`src/rtl/cfg_piso_tx_pkg.sv`:
```
// Shared definitions for the FSM configuration word serial load path
// (transmitter and receiving SIPO agree on field layout and tx states).
package cfg_piso_tx_pkg;

  localparam int unsigned CFG_WIDTH      = 27;
  localparam int unsigned JUMP_COUNT     = 5;
  localparam int unsigned JUMP_WIDTH     = 5;
  localparam int unsigned CLK_SEL_OFFSET = JUMP_COUNT * JUMP_WIDTH;
  localparam int unsigned CLK_SEL_WIDTH  = 2;

  function automatic int unsigned jump_offset(input int unsigned idx);
    return idx * JUMP_WIDTH;
  endfunction

  typedef enum logic [1:0] {
    TX_IDLE  = 2'd0,
    TX_SHIFT = 2'd1,
    TX_DONE  = 2'd2
  } tx_state_t;

endpackage

```
`src/rtl/cfg_piso_tx_bit_tick_gen.sv`:
```
// Bit-period divider: while run is high, tick fires in the last of every
// DIV cycles. clear restarts the period at the first cycle.
module bit_tick_gen #(
  parameter int unsigned DIV = 1
) (
  input  logic clk,
  input  logic reset,
  input  logic clear,
  input  logic run,
  output logic tick
);

  localparam int unsigned CW = $clog2(DIV) + 1;

  logic [CW-1:0] cnt;

  assign tick = run && (cnt == CW'(DIV - 1));

  always_ff @(posedge clk) begin
    if (reset || clear) begin
      cnt <= '0;
    end else if (run) begin
      cnt <= tick ? '0 : cnt + CW'(1);
    end
  end

endmodule

```
`src/rtl/cfg_piso_tx.sv`:
```
// Parallel-in/serial-out transmitter for the FSM configuration word:
// shifts cfg MSB-first with one ser_en strobe per DIV-cycle bit period.
module cfg_piso_tx #(
  parameter int unsigned CFG_WIDTH = cfg_piso_tx_pkg::CFG_WIDTH,
  parameter int unsigned DIV       = 1
) (
  input  logic                 clk,
  input  logic                 reset,
  input  logic                 start,
  input  logic [CFG_WIDTH-1:0] cfg,
  output logic                 ready,
  output logic                 ser_out,
  output logic                 ser_en,
  output logic                 busy,
  output logic                 done
);

  import cfg_piso_tx_pkg::*;

  localparam int unsigned BW = (CFG_WIDTH > 1) ? $clog2(CFG_WIDTH) : 1;

  tx_state_t            state, state_next;
  logic [CFG_WIDTH-1:0] shreg;
  logic [BW-1:0]        bit_cnt;
  logic                 tick;
  logic                 accept;
  logic                 shifting;

  assign accept   = (state == TX_IDLE) && start;
  assign shifting = (state == TX_SHIFT);

  bit_tick_gen #(
    .DIV (DIV)
  ) u_tick (
    .clk   (clk),
    .reset (reset),
    .clear (accept),
    .run   (shifting),
    .tick  (tick)
  );

  always_ff @(posedge clk) begin
    if (reset) begin
      state <= TX_IDLE;
    end else begin
      state <= state_next;
    end
  end

  always_comb begin
    state_next = state;
    case (state)
      TX_IDLE:  if (start) state_next = TX_SHIFT;
      TX_SHIFT: if (tick && (bit_cnt == '0)) state_next = TX_DONE;
      TX_DONE:  state_next = TX_IDLE;
      default:  state_next = TX_IDLE;
    endcase
  end

  // The final strobe still shifts, but the bit counter holds at zero so it never wraps.
  always_ff @(posedge clk) begin
    if (reset) begin
      shreg   <= '0;
      bit_cnt <= '0;
    end else if (accept) begin
      shreg   <= cfg;
      bit_cnt <= BW'(CFG_WIDTH - 1);
    end else if (tick) begin
      shreg <= shreg << 1;
      if (bit_cnt != '0) begin
        bit_cnt <= bit_cnt - BW'(1);
      end
    end
  end

  assign ready   = (state == TX_IDLE);
  assign busy    = shifting;
  assign done    = (state == TX_DONE);
  assign ser_out = shifting && shreg[CFG_WIDTH-1];
  assign ser_en  = tick;

endmodule

```
`config.mk`:
```
export PLATFORM = sky130hd
export DESIGN_NAME = cfg_piso_tx
export DESIGN_NICKNAME = d
export VERILOG_FILES = /design/src/rtl/cfg_piso_tx_pkg.sv /design/src/rtl/cfg_piso_tx_bit_tick_gen.sv /design/src/rtl/cfg_piso_tx.sv
export SDC_FILE = /design/constraint.sdc
export NUM_CORES = 1
export LEC_CHECK = 0
export ABC_CLOCK_PERIOD_IN_PS = 2520
export CAP_MARGIN = 10
export CORE_MARGIN = 1.5
export CORE_UTILIZATION = 30
export DETAILED_ROUTE_END_ITERATION = 8
export GPL_ROUTABILITY_DRIVEN = 0
export GPL_TIMING_DRIVEN = 0
export PLACE_DENSITY = 0.49
export SYNTH_ARGS = -nofsm -noshare
export SYNTH_HDL_FRONTEND = slang
export SYNTH_SLANG_ARGS = --single-unit
```
`constraint.sdc`:
```
create_clock -name clk -period 2.52 [get_ports clk]
set_input_delay 0.252 -clock clk [delete_from_list [all_inputs] [get_ports clk]]
set_output_delay 0.252 -clock clk [all_outputs]
set_load 0.005 [all_outputs]
```
==> summary.md, run 1 <==
The flow ran to the end, and the final reports show no timing, DRC or antenna violations. Yosys printed 0 warnings. Setup violations remaining at the end of the flow were counted as 0. The ratio of routed vias to standard cells was 4.89; the half-perimeter wire length of the detailed placement result was 2840 µm. The fill cell total of the finished layout is 584, and the count of antenna-violating nets left after detailed routing is 0.

The average footprint of a synthesized cell is 8.51 µm². Setup repair after global routing left no endpoint under its margin. The detailed-route wire length per cell is 13.9 µm, and the number of port buffers is 33. The worst min-delay path class was primary input to flop.

In this run, flip-flops and latches consume 46.8% of the power. Entering global routing, the biggest net connects 11 pins. The fraction of registers with async set or reset after synthesis is 0%. IR analysis of the VDD net gives a maximum drop of 0.251 mV. Along the worst hold path, the cell count comes to 2. The number of buffers added for setup after CTS is 0, and the number of clock sinks seen by CTS is 35.

The power per cell area was 657 nW/µm²; the clock latency at the later pin of the worst-skew pair was 0.29 ns. The clock transition at the register clock pins on the worst setup and hold paths after CTS was 0.07 ns; the portion of the clock cycle consumed by the worst path in the final layout was 88.5%. The required time of the critical path was 2.27 ns; the count of H-tree levels built during CTS was 2. The initial standard-cell utilization of the core was 31.1%; the sum of negative setup slack was 0 ns.

Global routing finished with a remaining overflow of 0. Of the total power, the clock network draws 30.1%. The share of the core filled with cells is 41.0%, and the number of synthesized flops with an enable pin is 0. The number of antenna violations at the first check in global routing is 0, and the final setup slack of the worst path is 0.289 ns. For this run, design rule violations remaining after detail routing come to 0. In this run the vertical extent of the chip is 76.0 µm. The wire length reported by the detailed router is 4140 µm. Per report_power, the combinational group accounts for 23.1% of the total. Number of antenna cells inserted: 0. Synthesis inferred 35 register bits. The logs give 1600 µm² for the synthesized area and 408 µW for the total net switching power. The maximum fanout encountered on the critical timing path came out at 10. After the first detailed-routing iteration, the DRC count stood at 99.

The worst slack at placement was 0.346 ns. In this run, post-CTS hold repair placed 0 buffers. The most used flip-flop cell after synthesis is dfxtp_1. The floorplan step set the die width to 76.0 µm.

The master cell of the clock root buffer was clkbuf_8. Compared with the post-synthesis result, the final layout area differs by 31.6%. In the synthesized netlist, the number of instances is 188.

TritonCTS built the clock tree. The post-layout instance count excluding filler cells was 298. The maximum clock frequency came out at 0.448 GHz. Ratio of cells with drive above 1 in the final layout: 11.0%. The leading area contributor after synthesis was dfxtp_1. The top-area cell type share of the netlist area works out to 43.8%. The I/O pin count is 35. The maximum root-to-sink buffer count was 2. The final-report hold violation count was 0.

The endpoint of the worst-slack reg-to-reg timing path was bit_cnt[1]. The logs give 15.2% for the aggregate global-route resource usage and 0.727 nW for the leakage component of the power. The number of vias after detailed routing was 1458. In this run, post-CTS repair resized a total of 0 instances.

The clock arrives with 0.00498 ns of skew. The worst register-to-register path begins at state[0]. The first global-routing pass estimated 7040 µm of wire.

The number of buffers created by CTS is 5. The row count was 26; the final critical delay including setup and external delays was 2.23 ns. The pre-antenna-repair detailed-routing pass consisted of 4 iterations. The instance count after placement with tap cells included came out at 291.

The worst reg-to-reg path cell count was 3. The type of the setup path with the least slack is flop to primary output. Counting every net in the synthesized netlist gives 219. The fraction of power spent switching nets was 29.5%.

The transition time at the pin with the least slew margin is 1.27 ns, and the worst slew margin relative to its limit is 15.0%. The tools report the sort of element at the end of the critical path as a primary output. The number of distinct library cell variants in the gate-level netlist after synthesis was 30. Ranked by total cell area, the synthesized netlist is headed by dfxtp_1 44%, nand2_1 11%, a311oi_2 9.4%, a311oi_1 7.7%, nor2_1 5.6%. The worst setup path is launched from a flop. The logs give 0 for the number of maximum-capacitance constraint violations and 43.8% for the share of synthesized area occupied by flip-flops and latches. At the end of the flow, the number of nets in the layout was 259. In this run the most critical hold path is launched from reset. The worst hold path terminates at shreg[19]. The total die area is 5780 µm², and the area inside the core boundary is 5140 µm². The logs give 0 for the number of slew-limit violations in the final report and 975 µW for the design internal power. The via count of the first global-routing pass is 1412. The tools report the worst endpoint data arrival time as 1.98 ns. The reg2reg setup slack came out at 0.68 ns.
-- worst max-delay path, cell delays in order (launching register included) --
cell and delay, ns:
dfxtp_1 0.41, or3b_1 0.36, buf_2 0.15, clkinv_2 0.11
buf_6 0.17, clkdlybuf4s50_1 0.51
-- how the worst max path moves through the flow --
stage	cells past startpoint	to	startpoint
2_1_floorplan	6	bit_cnt[1]	bit_cnt[0]
3_3_place_gp	4	bit_cnt[1]	start
3_5_place_dp	4	bit_cnt[1]	start
4_1_cts	5	ser_en	state[0]
5_1_grt	5	ser_en	state[0]
6_report	5	ser_en	state[0]
-- state kept, by name (all words and copies together) (netlist names) --
signal	cells
shreg	27
bit_cnt	5
state	2
u_tick.cnt	1
-- cells in the mapped netlist (all sizes together) (2+ instances only) --
cell type / count
nor3: 2
nand2: 47
clkbuf: 8
dfxtp: 35
inv: 3
a22oi: 3
nor2: 24
buf: 10
o21ai: 2
nand3: 5
a211oi: 3
nor2b: 2
a21oi: 6
or3b: 2
nand4b: 2
a311oi: 24
-- layer usage --
| metal | vias to the layer above | GRT usage, % | part of all wire (%) |
|---|---|---|---|
| li1 | 743 | - | - |
| met2 | 35 | 22.9 | 42 |
| met3 | 5 | 3.23 | 4.7 |
| met4 | 0 | 6.67 | 1.4 |
| met1 | 675 | 21.0 | 52 |
| met5 | - | 0 | 0 |
-- power by group through the flow --
stage	sequential (mW)	clock, mW	combinational (mW)
floorplan	0.650	0	0.209
finish	0.647	0.416	0.320
CTS	0.647	0.426	0.325
global route	0.654	0.449	0.359
detailed placement	0.659	0	0.324
global placement	0.660	0	0.322
-- placed cells by master, fill, tap and decap left out, drive strengths merged, types with 2 or more instances in the layout --
cell,Yosys,layout
nand2,47,47
dfxtp,35,35
clkdlybuf4s50,0,33
nor2,24,24
a311oi,24,24
clkbuf,8,14
buf,10,10
a21oi,6,6
nand3,5,5
inv,3,3
a22oi,3,3
a211oi,3,3
or3b,2,2
clkinv,1,2
nor2b,2,2
nor3,2,2
o21ai,2,2
nand4b,2,2
-- metrics by stage --
stage / hold WS (ns) / total power [mW] / cell area [µm²]
after floorplan: 0.388 / 0.859 / 1600
after global placement: 0.456 / 0.983 / 2020
after detailed placement: 0.461 / 0.982 / 2020
after CTS: 0.423 / 1.40 / 2110
after global routing: 0.447 / 1.46 / 2110
final: 0.419 / 1.38 / 2110
-- logic make-up (layout without fill, tap and decap cells) --
kind of cell | count (synthesis) | in the layout | synth area share, %
adders and majority gates | 1 | 1 | 0.782
buffers and inverters | 22 | 62 | 6.88
and+or+nand+nor | 88 | 88 | 23.8
AOI/OAI and AO/OA | 42 | 42 | 24.7
DFF | 35 | 35 | 43.8
-- layout make-up --
class                           instances  area [µm²]  share of cell area (%)
Buffer                                 18        93.8                    4.46
Clock buffer                            6        82.6                    3.92
Inverter                                4        16.3                   0.772
Sequential cell                        35         701                    33.3
Clock inverter                          1        5.00                   0.238
Multi-Input combinational cell        131         790                    37.5
Tap cell                               70        87.6                    4.16
Timing Repair Buffer                   33         330                    15.7
Power figures use the tool's default switching activity.
==> run 2, diff against run 1 <==
CAP_MARGIN = 20   (was 10)
==> summary.md, run 2 (synthesized netlist as in run 1, its figures left out) <==
The top cell types in the final layout, fill and taps aside, are 47 x nand2_1, 35 x dfxtp_1, 33 x clkdlybuf4s50_1. The worst slack at placement was 0.539 ns. Including well taps, the total number of placed cells is 292. Gates resized during post-CTS repair numbered 0. In this run the clock root is driven by a clkbuf_8. The run gives 5140 µm² as the area inside the core boundary. The flip-flop count of the largest register after layout was 27; the via count of the first global-routing pass was 1450. The height of the die works out to 76.0 µm.

The multi-input combinational cells in the finished layout cover a total of 790 µm². Sort of element at the end of the critical path: a primary output. The worst endpoint data arrival time was 2.00 ns. Worst min-delay path class: primary input to flop.

The type of the setup path with the least slack is flop to primary output. The tightest hold margin was 0.425 ns; the number of vias after detailed routing was 1451. The number of buffers created by CTS came out at 5. Of the available clock period, the critical path in the final layout requires 89.3%. The H-tree was split into 2 levels. For the share of the core filled with cells, the log shows 41.1%. The worst slew margin relative to its limit is 56.1%.

The tools report the leakage component of the power as 0.732 nW. The run finished with clean final reports. For this run, the top clock speed supported by timing is 0.444 GHz. The number of antenna cells inserted is 0.

The final layout contains routed wiring with a total length of 4110 µm. The tools report the number of antenna violations at the first check in global routing as 0. Final-report hold violation count: 0.

The detailed-router iteration count before antenna repair was 4; the area added between synthesis and finish was 32.1%. The floorplan has 26 rows. Initial standard-cell utilization of the core: 31.1%. At the end of the flow, the number of nets in the layout was 260. CTS saw 35 sinks.

Summing all flip-flop and latch instances after layout gives 701 µm². In this run, the number of DRC markers left after iteration 0 of detailed routing was 73. The completed layout was analyzed and its total power is 1.38 mW. Once detail routing completed, the nets flagged for antenna violations numbered 0. After detailed placement, the total cell area comes to 2030 µm². The final setup slack of the worst path was 0.269 ns; the number of buffers added for setup after CTS was 0. The clock latency at the later pin of the worst-skew pair is 0.29 ns. The post-layout instance count excluding filler cells was 299; the post-route cell area was 2110 µm². For this run, design rule violations remaining after detail routing come to 0. For the final database, setup skew stands at 0.00828 ns.

The clock passes through at most 2 buffers. Number of port buffers: 33. The first-pass GRT wire length came out at 7090 µm. 35 I/O pins were placed.

The power per cell area was 655 nW/µm²; the detailed-route wire length per cell was 13.8 µm. At the worst endpoint, the required time is 2.27 ns. The run gives 0 as the final setup violation count. The final critical delay including setup and external delays came out at 2.25 ns. The largest registers in the layout are shreg (27), bit_cnt (5), state (2). The die covers 5780 µm². VDD sags by at most 0.241 mV. The run gives 2820 µm as the half-perimeter wire length of the detailed placement result.

Setup repair after global routing left no endpoint under its margin. Entering global routing, the biggest net connects 11 pins. The run gives 0 as the number of slew-limit violations in the final report.

The clock transition at the register clock pins on the worst setup and hold paths after CTS is 0.07 ns, and the aggregate global-route resource usage is 15.3%. The maximum fanout encountered on the critical timing path was 10; the sum of negative setup slack was 0 ns. Of the cells placed in the final design, the portion with a size suffix greater than 1 is 11.4%. TritonCTS built the clock tree. The number of maximum-capacitance constraint violations is 0. Ranked by flip-flop count, first place goes to shreg. Launching element type of the critical path: a flop. The tools report the aggregate global routing overflow as 0.

Leaving out fill and tap cells, the most frequent cell in the layout is nand2_1. Number of buffers added to fix hold violations after cts: 0. Counting the fill cells in the layout gives 563.

For the pin with the worst max-slew slack, the measured transition is 0.659 ns. Using the TritonRoute via totals, the vias-per-cell ratio works out to 4.85. The floorplan step set the die width to 76.0 µm.
## run 2: cell count changes in the layout (fill, tap and decap cells not counted)
cell	before	now
buf_4	0	1
## run 2: final cells by class
type / instances / share of cell area (%)
Timing Repair Buffer: 34 / 16.0
Sequential cell: 35 / 33.2
Clock inverter: 1 / 0.237
Clock buffer: 6 / 3.91
Multi-Input combinational cell: 131 / 37.4
Tap cell: 70 / 4.14
Inverter: 4 / 0.770
Buffer: 18 / 4.44
## run 2: critical path, cell delays in order, from the launching register on
cell and delay, ns:
dfxtp_1 0.42, or3b_1 0.36, buf_2 0.15, clkinv_2 0.11, buf_6 0.17, clkdlybuf4s50_1 0.51
## run 2: where the power goes
group / switching (mW) / internal, mW
registers: 0.0344 / 0.614
clock network: 0.199 / 0.214
logic: 0.173 / 0.149
total: 0.407 / 0.977
## run 2: final timing paths
path                                 start    endpoint  slack, ns  cells after the start
worst max-delay path              state[0]      ser_en       0.27                      5
worst min-delay path                 reset   shreg[19]       0.42                      2
worst max register to register  bit_cnt[0]  bit_cnt[1]       0.81                      6
worst min register to register  bit_cnt[4]  bit_cnt[4]       0.47                      2
## run 2: metal layers
metal / routed length (µm) / vias up / share of wire [%] / track usage, %
li1: - / 746 / - / -
met1: 2170 / 662 / 53 / 21.3
met2: 1680 / 36 / 41 / 22.1
met3: 208 / 7 / 5.1 / 5.15
met4: 59 / 0 / 1.4 / 5.56
met5: 0 / - / 0 / 0
==> run 3, diff against run 2 <==
ABC_CLOCK_PERIOD_IN_PS = 2600   (was 2520)
clock period = 2.6 ns   (was 2.52 ns; I/O delays follow)
==> results of run 3 <==
Same layout as run 2 (identical final DEF). Status: finished clean.
Main changes from that run: setup slack after placement 0.539 ns -> 0.611 ns; setup slack after layout 0.269 ns -> 0.341 ns; hold slack 0.425 ns -> 0.433 ns; register-to-register setup slack 0.81 ns -> 0.89 ns; total power 1.38 mW -> 1.34 mW; worst IR drop on VDD 0.241 mV -> 0.234 mV
